<file path="src/rtl/classifier_pkg.sv">
// Shared definitions for the classifier magnitude stage: FSM encoding and
// the beta term of the alpha-max-beta-min approximation.
package classifier_pkg;

    typedef enum logic [1:0] {
        IDLE = 2'd0,
        CALC = 2'd1,
        DONE = 2'd2
    } state_e;

    // beta = 1/2 is realised as a logical right shift of min(|re|,|im|)
    localparam int BETA_SHIFT = 1;

endpackage

</file>
<file path="src/rtl/magnitude_approx_stage_if.sv">
// Frame-in / magnitude-frame-out bus of the magnitude stage; the stage
// takes the slave view, its feeder and the comparison stage the master view.
interface magnitude_approx_stage_if #(
    parameter int BIT_WIDTH = 32,
    parameter int N_SAMPLES = 8
);
    logic [N_SAMPLES-1:0][BIT_WIDTH-1:0] recv_real;
    logic [N_SAMPLES-1:0][BIT_WIDTH-1:0] recv_imag;
    logic                                recv_val;
    logic                                recv_rdy;
    logic [N_SAMPLES-1:0][BIT_WIDTH-1:0] send_msg;
    logic                                send_val;
    logic                                send_rdy;

    modport master (
        output recv_real, recv_imag, recv_val, send_rdy,
        input  recv_rdy, send_msg, send_val
    );

    modport slave (
        input  recv_real, recv_imag, recv_val, send_rdy,
        output recv_rdy, send_msg, send_val
    );
endinterface

</file>
<file path="src/rtl/magnitude_approx_unit.sv">
// Combinational alpha-max-beta-min magnitude of one signed complex bin:
// max(|re|,|im|) + (min(|re|,|im|) >> 1), result unsigned and same width.
module magnitude_approx_unit
    import classifier_pkg::*;
#(
    parameter int BIT_WIDTH = 32
) (
    input  logic signed [BIT_WIDTH-1:0] re_i,
    input  logic signed [BIT_WIDTH-1:0] im_i,
    output logic        [BIT_WIDTH-1:0] mag_o
);

    // Negating the most negative value wraps back onto 2^(W-1), which is the
    // correct unsigned magnitude, so no saturation is required.
    function automatic logic [BIT_WIDTH-1:0] abs_u(input logic signed [BIT_WIDTH-1:0] x);
        return x[BIT_WIDTH-1] ? BIT_WIDTH'(-x) : BIT_WIDTH'(x);
    endfunction

    logic [BIT_WIDTH-1:0] a;
    logic [BIT_WIDTH-1:0] b;
    logic [BIT_WIDTH-1:0] mx;
    logic [BIT_WIDTH-1:0] mn;

    always_comb begin
        a  = abs_u(re_i);
        b  = abs_u(im_i);
        mx = (a >= b) ? a : b;
        mn = (a >= b) ? b : a;
        mag_o = mx + (mn >> BETA_SHIFT);
    end

endmodule

</file>
<file path="src/rtl/magnitude_approx_stage.sv">
// Latches one complex FFT frame, computes one approximate magnitude per cycle
// and holds the finished magnitude frame for the threshold comparison stage.
module magnitude_approx_stage
    import classifier_pkg::*;
#(
    parameter int BIT_WIDTH  = 32,
    parameter int DECIMAL_PT = 16,
    parameter int N_SAMPLES  = 8
) (
    input  logic                      clk,
    input  logic                      reset,
    magnitude_approx_stage_if.slave   bus
);

    localparam int              IDX_W    = $clog2(N_SAMPLES) + 1;
    localparam logic [IDX_W-1:0] LAST_IDX = IDX_W'(N_SAMPLES - 1);

    // The Q format passes through untouched; DECIMAL_PT only documents it.
    if (DECIMAL_PT >= BIT_WIDTH) begin : g_qfmt_integer_only
    end

    state_e                              state_q, state_d;
    logic [IDX_W-1:0]                    idx_q, idx_d;
    logic [N_SAMPLES-1:0][BIT_WIDTH-1:0] re_q;
    logic [N_SAMPLES-1:0][BIT_WIDTH-1:0] im_q;
    logic [N_SAMPLES-1:0][BIT_WIDTH-1:0] msg_q;
    logic [IDX_W-2:0]                    sel;
    logic [BIT_WIDTH-1:0]                mag;
    logic                                accept;

    assign sel    = idx_q[IDX_W-2:0];
    assign accept = (state_q == IDLE) && bus.recv_val;

    magnitude_approx_unit #(
        .BIT_WIDTH (BIT_WIDTH)
    ) u_unit (
        .re_i  ($signed(re_q[sel])),
        .im_i  ($signed(im_q[sel])),
        .mag_o (mag)
    );

    always_comb begin
        state_d = state_q;
        idx_d   = idx_q;
        case (state_q)
            IDLE: begin
                if (bus.recv_val) begin
                    state_d = CALC;
                    idx_d   = '0;
                end
            end
            CALC: begin
                idx_d = idx_q + 1'b1;
                if (idx_q == LAST_IDX) state_d = DONE;
            end
            DONE: begin
                if (bus.send_rdy) state_d = IDLE;
            end
            default: state_d = IDLE;
        endcase
    end

    always_ff @(posedge clk) begin
        if (reset) begin
            state_q <= IDLE;
            idx_q   <= '0;
            re_q    <= '0;
            im_q    <= '0;
            msg_q   <= '0;
        end else begin
            state_q <= state_d;
            idx_q   <= idx_d;
            if (accept) begin
                re_q <= bus.recv_real;
                im_q <= bus.recv_imag;
            end
            if (state_q == CALC) msg_q[sel] <= mag;
        end
    end

    assign bus.recv_rdy = (state_q == IDLE);
    assign bus.send_val = (state_q == DONE);
    assign bus.send_msg = msg_q;

endmodule

</file>
<file path="src/flat_wrapper.sv">
// flat-port wrapper written by rule: the top's interface ports become plain ports
module magnitude_approx_stage_flat import classifier_pkg::*;
#(
    parameter int BIT_WIDTH  = 32,
    parameter int DECIMAL_PT = 16,
    parameter int N_SAMPLES  = 8
)
  (clk, reset, bus_recv_real, bus_recv_imag, bus_recv_val, bus_send_rdy, bus_recv_rdy, bus_send_msg, bus_send_val);
  magnitude_approx_stage_if #(.BIT_WIDTH(BIT_WIDTH), .N_SAMPLES(N_SAMPLES)) bus_i ();
  input  logic clk;
  input  logic reset;
  input wire logic [$bits(bus_i.recv_real)-1:0] bus_recv_real;
  input wire logic [$bits(bus_i.recv_imag)-1:0] bus_recv_imag;
  input wire logic [$bits(bus_i.recv_val)-1:0] bus_recv_val;
  input wire logic [$bits(bus_i.send_rdy)-1:0] bus_send_rdy;
  output wire logic [$bits(bus_i.recv_rdy)-1:0] bus_recv_rdy;
  output wire logic [$bits(bus_i.send_msg)-1:0] bus_send_msg;
  output wire logic [$bits(bus_i.send_val)-1:0] bus_send_val;
  assign bus_i.recv_real = bus_recv_real;
  assign bus_i.recv_imag = bus_recv_imag;
  assign bus_i.recv_val = bus_recv_val;
  assign bus_i.send_rdy = bus_send_rdy;
  assign bus_recv_rdy = bus_i.recv_rdy;
  assign bus_send_msg = bus_i.send_msg;
  assign bus_send_val = bus_i.send_val;
  magnitude_approx_stage #(.BIT_WIDTH(BIT_WIDTH), .DECIMAL_PT(DECIMAL_PT), .N_SAMPLES(N_SAMPLES)) u_core (.clk(clk), .reset(reset), .bus(bus_i));
endmodule
</file>
<file path="config.mk">
export PLATFORM = sky130hd
export DESIGN_NAME = magnitude_approx_stage_flat
export DESIGN_NICKNAME = d
export VERILOG_FILES = /design/src/rtl/classifier_pkg.sv /design/src/rtl/magnitude_approx_stage_if.sv /design/src/rtl/magnitude_approx_unit.sv /design/src/rtl/magnitude_approx_stage.sv /design/src/flat_wrapper.sv
export SDC_FILE = /design/constraint.sdc
export NUM_CORES = 2
export LEC_CHECK = 0
export BUFFER_PORTS_ARGS = -buffer_cell sky130_fd_sc_hd__buf_2
export CORE_ASPECT_RATIO = 1.1
export CORE_MARGIN = 10
export CORE_UTILIZATION = 45
export DETAILED_ROUTE_END_ITERATION = 8
export PLACE_DENSITY_LB_ADDON = 0.05
export SYNTH_ARGS = -nofsm -noshare
export SYNTH_HDL_FRONTEND = slang
export SYNTH_HIERARCHICAL = 1
export SYNTH_SLANG_ARGS = --single-unit
</file>
<file path="constraint.sdc">
create_clock -name clk -period 10.25 [get_ports clk]
set_input_delay 2.05 -clock clk [delete_from_list [all_inputs] [get_ports clk]]
set_output_delay 2.05 -clock clk [all_outputs]
set_load 0.005 [all_outputs]
</file>
==> results.ini <==
[timing]
tns_ns=0
hold_violations=0
finClkSkew_ns=0.0254
fmax_mhz=105
setup_slack_ns=0.716
setup_viol=0
worst_pin_slew_ns=1.18
slew_viol_final=0
whs_ns=0.450
rsz0062_at_grt=no
min_period_ns=9.53
slew_headroom_pct=21.0
fin_crit_sh_pct=93.0

[synth]
netlist_instances=4016
synth-seq-area-share_pct=42.8
synth_top_family_by_area=simple AND/OR/NAND/NOR gates
synth_cell_type_count=68
synth_warnings=6
ys.flop_type=dfxtp_1
async_flop_share_pct=0
avgSynthCellArea_um2=9.01
syn_area_mm2=0.0362
synth.area.mux_share_pct=18.6
synthXorXnorAreaFrac_pct=2.03
synthSimpleGateAreaFrac_pct=18.8
ys_ff_latch=774
synth_compound_area_share_pct=10.2
synth_nets=4599
synthAdderAreaFrac_pct=2.34
synth-edff-count=0

[clocking]
h-tree-depth=3
numCtsBuffers=83
clk_path_buf_depth=3
post_cts_buffers=0
ctsRootBufferMaster=clkbuf_16
clk_latency_ns=0.64
clock_sinks=774
clk_pin_slew_ns=0.06
cts_tree=yes

[place]
place_ws_ns=0.663
numPortBuffers=773
dp_hpwl_um=95800
gp_congestion=0.880

[floorplanning]
num_io_pins=774
num_rows=109
die_x_um=290
start_util_pct=45.2
die-area_mm2=0.0921
core-area_mm2=0.0801
die_h_um=317

[worst_hold_path]
hold_depth=2
hold_end=u_core/re_q[59]$_SDFFE_PP0P_
hp-start=u_core/re_q[59]$_SDFFE_PP0P_
hp-class=reg -> reg

[global_route]
antenna_found_initial=9
grt_pass1_vias=30100
grt_overflow=0
grt_use_total_pct=26.7
grt_pass1_wl_um=190000
grt_max_degree=248

[critical_path]
crit_path_start=u_core/idx_q[0]$_SDFFE_PP0P_
r2r_end=u_core/bus.send_msg[95]$_SDFFE_PP0P_
rrSetupSlack_ns=0.72
rr_startpoint=u_core/idx_q[0]$_SDFFE_PP0P_
r2r_cells=26
worst-path-max-fanout=42
critPathLaunchType=register
worstPathArrival_ns=10.01
critPathRequiredTime_ns=10.73
criticalPathCategory=reg -> reg
cp-end-kind=register

[final_layout]
regArea_mm2=0.0155
multi_input_area_mm2=0.0189
syn_to_final_growth_pct=18.6
post-route-util_pct=53.6
n_fill_cell=7693
drive_above_1_share_pct=24.7
final_nets=5160

[routing]
routed_wirelength_um=130000
drcViolationCount=0
dr.pass1.iters=5
drt_iter0_drc=2624
m1WireLength_um=55500
vias=30500
wl_met3_um=7460
wire_per_inst_um=22.8
wl_met2_um=63300
dr.max_layer_used=met5
drtAntennaViolNets=0
viasPerCell=5.35

[pwr]
powerDensity_mw_per_mm2=204
fin_total_pwr_w=0.00876
p_leak_nw=19.6
max-vdd-ir-drop_v=0.000125

[outcome]
status=finished clean

[run]
cap_violations=0

## logic make-up (layout without fill, tap and decap cells)
logic type / count (synthesis) / in the layout
AOI/OAI and AO/OA: 696 / 697
and+or+nand+nor: 1518 / 1518
buffers and inverters: 374 / 999
adders and majority gates: 67 / 67
DFF: 774 / 774
xor gates and xnor gates: 84 / 84
muxes: 503 / 503
other: 0 / 3
## what timing repair did
item                                    4_1_cts  5_1_grt
gates resized for setup                       0        1
endpoints found under the setup margin        0        8
hold buffers                                  0        0
## report_power, final
group	internal [W]	leakage, nW	total (W)	switching [W]
clock network	0.00185	1.37	0.00313	0.00128
registers	0.00318	6.32	0.00328	0.000103
logic	0.000858	11.9	0.00235	0.00149
total	0.00589	19.6	0.00876	0.00288
## critical path: stages, from the launching register on
cell,delay [ns]
dfxtp_4,0.66
buf_4,0.46
mux4_2,0.56
mux2_2,0.31
or4_1,0.56
or3_1,0.37
or4_4,0.44
or4_1,0.48
o41ai_1,0.38
xor2_1,0.21
ha_1,0.35
nand4_1,0.18
or3_1,0.43
nor4_2,0.62
a21oi_4,0.30
buf_12,0.30
mux2i_1,0.16
ha_1,0.48
o21ai_0,0.22
a21oi_1,0.09
a221o_1,0.34
a211o_1,0.32
a31oi_1,0.32
o31ai_1,0.15
xor2_1,0.17
nand2b_1,0.33
mux2i_1,0.13
## cell type report
class                      instances  share of cell area, %
timing repair buffer             803                   9.83
clock buffer                     121                   5.55
antenna                            3                 0.0175
sequential                       774                   36.1
tap                             1054                   3.07
clock inverter                    29                   1.01
inverter                          46                  0.402
multi-input combinational       2869                   44.0
## per-stage QoR
step | instances | instance area [um^2]
finish | 5699 | 42900
global route | 5699 | 42900
CTS | 5695 | 42900
detailed placement | 5545 | 40100
global placement | 5545 | 40100
floorplan | 4016 | 36200
## routing by layer
metal  global-route usage (%)  vias up
li1                         -    14700
met1                     34.2    14700
met2                     45.1      891
met3                     4.89      163
met4                     8.80        8
met5                        0        -
## flip-flops by register name, indices dropped and copies added, names as in the netlist
signal	cells
u_core/bus.send_msg	256
u_core/idx_q	4
u_core/im_q	256
u_core/state_q	2
u_core/re_q	256
## cell usage after synthesis, drive strengths merged, types with 2 or more instances
| cell type | instances | area [um^2] |
|---|---|---|
| xor2 | 62 | 543 |
| nand2b | 294 | 1840 |
| a31oi | 5 | 31.3 |
| o21ai | 48 | 240 |
| nand3b | 5 | 37.5 |
| mux4 | 128 | 2880 |
| nor3b | 5 | 37.5 |
| nor3 | 10 | 50.1 |
| o21a | 4 | 30.0 |
| nand2 | 1077 | 4040 |
| o211ai | 8 | 60.1 |
| and3b | 2 | 17.5 |
| buf | 209 | 1250 |
| a21oi | 568 | 2840 |
| or3b | 2 | 17.5 |
| nor4 | 6 | 37.5 |
| nor2b | 8 | 50.1 |
| clkbuf | 119 | 447 |
| or3 | 12 | 80.1 |
| nand4 | 9 | 62.6 |
| dfxtp | 774 | 15500 |
| o31ai | 14 | 105 |
| a21o | 15 | 113 |
| and2 | 2 | 12.5 |
| inv | 46 | 173 |
| mux2 | 65 | 732 |
| ha | 66 | 826 |
| nand3 | 14 | 75.1 |
| o21bai | 2 | 15.0 |
| nor2 | 38 | 143 |
| nand4b | 2 | 23.8 |
| xnor2 | 22 | 193 |
| a211oi | 10 | 75.1 |
| and4 | 3 | 26.3 |
| or2 | 3 | 18.8 |
| o2111ai | 3 | 26.3 |
| o41ai | 7 | 61.3 |
| mux2i | 310 | 3120 |
| and3 | 7 | 43.8 |
| or4 | 15 | 124 |
| a211o | 2 | 17.5 |
## cells in the final DEF (no fill, tap or decap), types with 9 or more instances in the layout
master,netlist,final
a211oi_1,10,10
a21o_1,15,15
a21oi_1,568,567
buf_12,0,9
buf_2,121,772
buf_4,5,21
bufinv_16,0,9
clkbuf_1,119,24
clkbuf_16,0,85
clkbuf_8,0,12
clkinv_2,0,9
dfxtp_1,774,771
ha_1,66,66
inv_1,46,46
mux2_2,65,65
mux2i_1,309,309
mux4_2,128,128
nand2_1,1077,1075
nand2b_1,294,294
nand3_1,13,11
nor2_1,38,38
nor3_1,10,10
o21ai_0,47,47
o31ai_1,14,14
or3_1,11,11
or4_1,12,12
xnor2_1,22,22
xor2_1,62,62
## worst max path at each step
stage	end	depth (start not counted)
finish	u_core/bus.send_msg[95]$_SDFFE_PP0P_	26
floorplan	u_core/bus.send_msg[31]$_SDFFE_PP0P_	34
detailed placement	u_core/bus.send_msg[95]$_SDFFE_PP0P_	27
CTS	u_core/bus.send_msg[95]$_SDFFE_PP0P_	27
global route	u_core/bus.send_msg[95]$_SDFFE_PP0P_	27
global placement	u_core/bus.send_msg[127]$_SDFFE_PP0P_	27
No activity file was read; power rests on OpenSTA's default activity.
